--- config.mk ---
export PLATFORM = sky130hd
export DESIGN_NAME = register_file
export DESIGN_NICKNAME = d
export VERILOG_FILES = /design/src/rtl/register_file.sv
export SDC_FILE = /design/constraint.sdc
export NUM_CORES = 2
export LEC_CHECK = 0
export CAP_MARGIN = 20
export CORE_MARGIN = 2
export CORE_UTILIZATION = 68
export CTS_CLUSTER_DIAMETER = 60
export DETAILED_ROUTE_END_ITERATION = 8
export HOLD_SLACK_MARGIN = 0.03
export PLACE_DENSITY = 0.91
export SLEW_MARGIN = 20
export SYNTH_ARGS = -nofsm -noshare
export SYNTH_HDL_FRONTEND = slang
export SYNTH_SLANG_ARGS = --single-unit
export TNS_END_PERCENT = 1
--- constraint.sdc ---
create_clock -name clk -period 3.4 [get_ports clk]
set_input_delay 0.68 -clock clk [delete_from_list [all_inputs] [get_ports clk]]
set_output_delay 0.68 -clock clk [all_outputs]
set_load 0.01 [all_outputs]
--- src/rtl/register_file.sv ---
// Two-read, one-write general-purpose register file; entry 0 reads as zero.
// Define REGFILE_BYPASS_EN to forward same-cycle write data to the read ports.
module register_file #(
    parameter int DATA_WIDTH = 32,
    parameter int ADDR_WIDTH = 5
) (
    input  logic                  clk,
    input  logic                  rst_n,
    input  logic [ADDR_WIDTH-1:0] read_reg1,
    input  logic [ADDR_WIDTH-1:0] read_reg2,
    input  logic [ADDR_WIDTH-1:0] write_reg,
    input  logic [DATA_WIDTH-1:0] write_data,
    input  logic                  reg_write,
    output logic [DATA_WIDTH-1:0] read_data1,
    output logic [DATA_WIDTH-1:0] read_data2
);

    localparam int NUM_REGS = 2 ** ADDR_WIDTH;

    logic [DATA_WIDTH-1:0] regs [NUM_REGS];
    logic                  write_ok;

    assign write_ok = reg_write && (write_reg != '0);

    // Storage: cleared asynchronously, one write per edge, entry 0 never written.
    always_ff @(posedge clk or negedge rst_n) begin
        if (!rst_n) begin
            for (int i = 0; i < NUM_REGS; i++) begin
                regs[i] <= '0;
            end
        end else if (write_ok) begin
            regs[write_reg] <= write_data;
        end
    end

    // Read port 1: zero for index 0, optional same-cycle forwarding.
    always_comb begin
        read_data1 = (read_reg1 == '0) ? '0 : regs[read_reg1];
`ifdef REGFILE_BYPASS_EN
        if (write_ok && rst_n && (write_reg == read_reg1)) begin
            read_data1 = write_data;
        end
`endif
    end

    // Read port 2: same rules as port 1, checked independently.
    always_comb begin
        read_data2 = (read_reg2 == '0) ? '0 : regs[read_reg2];
`ifdef REGFILE_BYPASS_EN
        if (write_ok && rst_n && (write_reg == read_reg2)) begin
            read_data2 = write_data;
        end
`endif
    end

endmodule

==> run_results.csv, run 1 <==
group,metric,value,unit
status,lastStage,"global routing (5_1_grt)",
floorplanning,die_x,287,um
global_routing,grt-ovfl-total,8,
clocking,numCtsBuffers,108,
yosys,synth_xor_area_frac,0,
clocking,cts_root_buf,"clkbuf_16",
placed_design,hpwl,116,mm
yosys,synth_area_per_cell,15.0,um2
global_routing,grt_max_degree,123,
yosys,synthAdderAreaFrac,0,
placed_design,numPortBuffers,113,
global_routing,grt_usage,0.829,
yosys,ys_warn_count,0,
clocking,cts_buffer_depth,3,
status,status,"aborted with a tool error",
global_routing,antenna_found_initial,43,
floorplanning,io_pins,114,
yosys,synth_flop_cell,"dfrtp_1",
yosys,syn_area,0.0544,mm2
yosys,post_synth_num_cell_types,35,
floorplanning,initial_core_util,0.687,
placed_design,gp_congestion,0.938,
timing,worstEpCategory,"top-level output",
yosys,postSynthCellCount,3621,
floorplanning,fp.dieH,287,um
floorplanning,rows,103,
yosys,synth_compound_area_frac,0.0484,
yosys,yosys.area_share.simple,0.0161,
timing,postGrtWorstEndpoint,"read_data2[2]",
yosys,ys_async_sr_fraction,1.00,
clocking,h-tree-depth,3,
yosys,synth.area.mux_share,0.428,
yosys,synth_edf_count,0,
clocking,cts_sinks,1024,
yosys,synth_top_family_by_area,"multiplexers",
yosys,ys_seq_area_frac,0.471,
yosys,synth_seq_cells,1024,
status,error_line,"[ERROR GRT-0232] Routing congestion too high. Check the congestion heatmap in the GUI.",
yosys,syn_nets,3671,
synth_stat cells (2+ instances only):
library cell,count,share of area
a311oi_1,64,0.010
mux2i_1,128,0.024
nand4b_1,3,0.00048
clkbuf_1,223,0.015
nor2_1,19,0.0013
nor2b_1,71,0.0082
a221oi_1,46,0.0074
nor3_1,3,0.00028
nor3b_1,2,0.00028
nand2_1,49,0.0034
buf_4,34,0.0047
mux2_2,1046,0.22
mux4_2,448,0.19
o21ai_0,101,0.0093
inv_1,2,0.00014
mux2_1,10,0.0021
or3_1,3,0.00035
or4_1,2,0.00028
dfrtp_1,1024,0.47
buf_2,170,0.016
nand2b_1,5,0.00058
or2_2,2,0.00023
o21ai_1,9,0.00083
a211oi_1,64,0.0088
buf_1,3,0.00021
o2111ai_1,18,0.0029
a22oi_1,64,0.0088
cell families after synthesis:
logic type / Yosys count
buf+inv: 434
mux: 1632
flops: 1024
compound gates: 366
simple gates: 165
per-layer routing:
metal	track usage	GRT overflow
met1	0.799	0
met2	0.917	5
met3	0.803	1
met4	0.783	2
met5	0.690	0
stage by stage:
step	utilization	instances	hold slack [ns]	cell area, um2	worst slack, ns
3_5_place_dp	0.755	4798	0.386	59800	-0.494
2_1_floorplan	-	3621	0.384	54400	0.600
4_1_cts	0.814	5012	0.396	64400	-0.212
3_3_place_gp	0.755	4798	0.377	59800	-0.452
repair_timing:
item                                    4_1_cts
endpoints found under the setup margin       64
gates resized for setup                     216
hold endpoints to repair                     43
buffers inserted                              9
gates cloned                                  5
hold buffers                                  1
pin swaps                                    19
==> run 2, diff against run 1 <==
CORE_UTILIZATION = 40   (was 68)
CTS_CLUSTER_DIAMETER = default   (was 60)
HOLD_SLACK_MARGIN = default   (was 0.03)
PLACE_DENSITY = default   (was 0.91)
PLACE_DENSITY_LB_ADDON = 0.15   (was default)
==> run 2 against run 1 <==
The flow now finishes, with violations (setup timing). Synthesized cell count unchanged. Synthesized area is the same.
==> run_results.csv, run 2 <==
group,metric,value,unit
floorplanning,die_area,0.139,mm2
cells_and_area,top_regs,"regs (1024)",
cells_and_area,mostFrequentLayoutCell,"mux2_2",
floorplanning,initial_core_util,0.402,
yosys,yosys.cell_count.top_type,"mux2_2",
cells_and_area,drive_gt1_frac,0.594,
detailed_routing,antenna_left,0,
power,p_sw_frac,0.272,
clocking,cts_root_buf,"clkbuf_16",
yosys,synth_area_leaders,"dfrtp_1 (47%), mux2_2 (22%), mux4_2 (19%)",
yosys,ys_async_sr_fraction,1.00,
clocking,clk_transition_reported_paths,0.06,ns
global_routing,grt_usage,0.288,
yosys,postSynthCellCount,3621,
power,ir_worst_vdd,0.442,mV
status,violations,"setup timing",
placed_design,numPortBuffers,113,
timing,worstMarginPinSlew,1.12,ns
yosys,synth_area_per_cell,15.0,um2
setup_path,r2r_setup_slack,2.58,ns
yosys,synth_xor_area_frac,0,
yosys,yosys.area_share.simple,0.0161,
setup_path,cp-startpoint,"read_reg2[1]",
setup_path,slowest_stage,"clkdlybuf4s50_1",
clocking,h-tree-depth,3,
yosys,synth_flop_cell,"dfrtp_1",
setup_path,cp_common_cell,"buf_4",
power,intPower,27.9,mW
yosys,synth_edf_count,0,
global_routing,grt-ovfl-total,0,
timing,fin_worst_skew,0,ns
placed_design,pre_cts_slack,-0.681,ns
timing,clock.fmax,271,MHz
setup_path,path_max_fanout,18,
detailed_routing,routed_wl,202,mm
status,status,"complete, but fails checks",
yosys,synth_top_area_frac,0.471,
detailed_routing,avgViaCountPerCell,6.46,
timing,finalHoldViolations,0,
placed_design,hpwl,127,mm
yosys,syn_nets,3671,
detailed_routing,drt_first_pass_iters,7,
setup_path,path_class,"in -> out",
floorplanning,die_x,373,um
power,total_leakage_power,28.6,nW
clocking,clock_latency,0.75,ns
yosys,synth_seq_cells,1024,
timing,fin_crit_sh,1.08,
yosys,post_synth_num_cell_types,35,
timing,rsz0062_at_grt,"true",
timing,slew_headroom,0.251,
yosys,synth.area.mux_share,0.428,
clocking,tritoncts,"built",
floorplanning,fp.dieH,373,um
yosys,synthAdderAreaFrac,0,
clocking,cts_sinks,1024,
yosys,yosys.area.top_type,"dfrtp_1",
yosys,ys_warn_count,0,
power,power_density,577,mW/mm2
cells_and_area,mostFrequentLayoutCells,"mux2_2 (1046), dfrtp_1 (1024), mux4_2 (448)",
worst_hold_path,hold_class,"reg -> reg",
floorplanning,coreArea,0.135,mm2
setup_path,r2r_cells,1,
setup_path,max_stage_delay,0.52,ns
cells_and_area,top_register,"regs",
clocking,numCtsBuffers,117,
setup_path,arrival,3.00,ns
power,clockPowerShare,0.363,
global_routing,grt_max_degree,116,
job,maxCapViolCount,0,
clocking,cts_buffer_depth,3,
timing,slew_violations,0,
detailed_routing,routedWlPerCell,34.8,um
setup_path,critPathCapture,"read_data2[18]",
setup_path,crit_chain,"bufbuf_16 > nor2b_4 > buf_12 > a221oi_1 > buf_4 > o21ai_0 > a311oi_2 > buf_4 > clkdlybuf4s50_1",
yosys,synth_top_family_by_area,"multiplexers",
setup_path,required,2.72,ns
yosys,ys_seq_area_frac,0.471,
timing,min_period,3.68,ns
power,total_power,38.4,mW
placed_design,gp_congestion,0.841,
power,pwr-share-comb,0.212,
floorplanning,io_pins,114,
cells_and_area,area_delta_synth_final,22.2,%
power,power.switching,10.5,mW
timing,setup_viol,21,
cells_and_area,num-nets-final,3958,
power,seqPwrFrac,0.425,
yosys,syn_area,0.0544,mm2
global_routing,grt_pass1_wl,291,mm
floorplanning,rows,135,
detailed_routing,route.detailed.drc,0,
setup_path,worstSetupEndpointType,"output port",
yosys,synth_compound_area_frac,0.0484,
setup_path,r2r-start,"regs[472]",
global_routing,antenna_found_initial,8,
timing,setup_slack,-0.283,ns
setup_path,critPathLaunchType,"input port",
global_routing,grt_pass1_vias,39700,
setup_path,r2r-end,"regs[472]",
detailed_routing,num_vias,37400,
yosys,yosys-top-cells-count,"mux2_2 (1046), dfrtp_1 (1024), mux4_2 (448)",
detailed_routing,drt_iter0_markers,3413,
cells_and_area,largest_register_ffs,1024,
run 2: cell counts after synthesis:
No cell type changed its count.
run 2: how the worst min path moves through the flow:
stage | startpoint | endpoint | slack [ns] | depth (start not counted)
2_1_floorplan | rst_n | regs[0] | 0.38 | 0
3_3_place_gp | regs[1000] | regs[1000] | 0.38 | 0
3_5_place_dp | regs[1017] | regs[1017] | 0.38 | 0
4_1_cts | regs[1017] | regs[1017] | 0.40 | 0
5_1_grt | regs[1023] | regs[1023] | 0.41 | 0
6_report | regs[996] | regs[996] | 0.40 | 0
run 2: critical path, delay by kind of cell:
kind | cells | cell delay [ns]
buffers and inverters | 5 | 1.33
AO/OA/AOI/OAI | 3 | 0.78
AND/OR/NAND/NOR | 1 | 0.16
run 2: cells by family after synthesis:
| logic type | Yosys count |
|---|---|
| multiplexers | 1632 |
| buffers and inverters | 434 |
| AO/OA/AOI/OAI | 366 |
| AND/OR/NAND/NOR | 165 |
| flip-flops | 1024 |
run 2: metal layers:
metal | vias to the layer above | wire length, um | track usage
li1 | 14700 | - | -
met1 | 20500 | 85200 | 0.400
met2 | 1767 | 93400 | 0.448
met3 | 464 | 14200 | 0.0482
met4 | 8 | 8870 | 0.122
met5 | - | 51 | 0
run 2: per-stage QoR:
step | hold slack, ns | setup TNS, ns | util | cell area, um2 | std cells
final | 0.396 | -3.43 | 0.492 | 66400 | 5788
after global routing | 0.411 | -4.42 | 0.492 | 66400 | 5785
after CTS | 0.397 | -6.63 | 0.488 | 66000 | 5769
after detailed placement | 0.383 | -26.10 | 0.452 | 61000 | 5546
after global placement | 0.377 | -26.67 | 0.452 | 61000 | 5546
after floorplan | 0.384 | 0 | - | 54400 | 3621
run 2: repair_timing:
| action | in CTS | in global routing |
|---|---|---|
| resized for setup | 193 | 90 |
| buffers inserted | 6 | 10 |
| gates cloned | 2 | 5 |
| endpoints found under the setup margin | 64 | 45 |
| hold buffers | 1 | 0 |
| hold endpoints to repair | 30 | 0 |
| pin swaps | 16 | 15 |
run 2: layout make-up:
type                    instances  area (um2)
multi-input cells            2163       27700
inverters                       2        12.5
fillers                     11400       68700
well taps                    1781        2230
clock buffers                 164        3370
repair buffers                600        6640
flip-flops and latches       1024       25600
diodes                          4        10.0
clock inverters                50         841
run 2: power groups by stage:
stage,logic [mW],clock network [mW],registers [mW]
3_5_place_dp,7.83,0,16.4
4_1_cts,8.04,14.2,16.2
3_3_place_gp,7.58,0,16.1
6_report,8.13,13.9,16.3
2_1_floorplan,5.40,0,15.7
5_1_grt,8.63,14.7,16.6
Power figures use the tool's default switching activity.
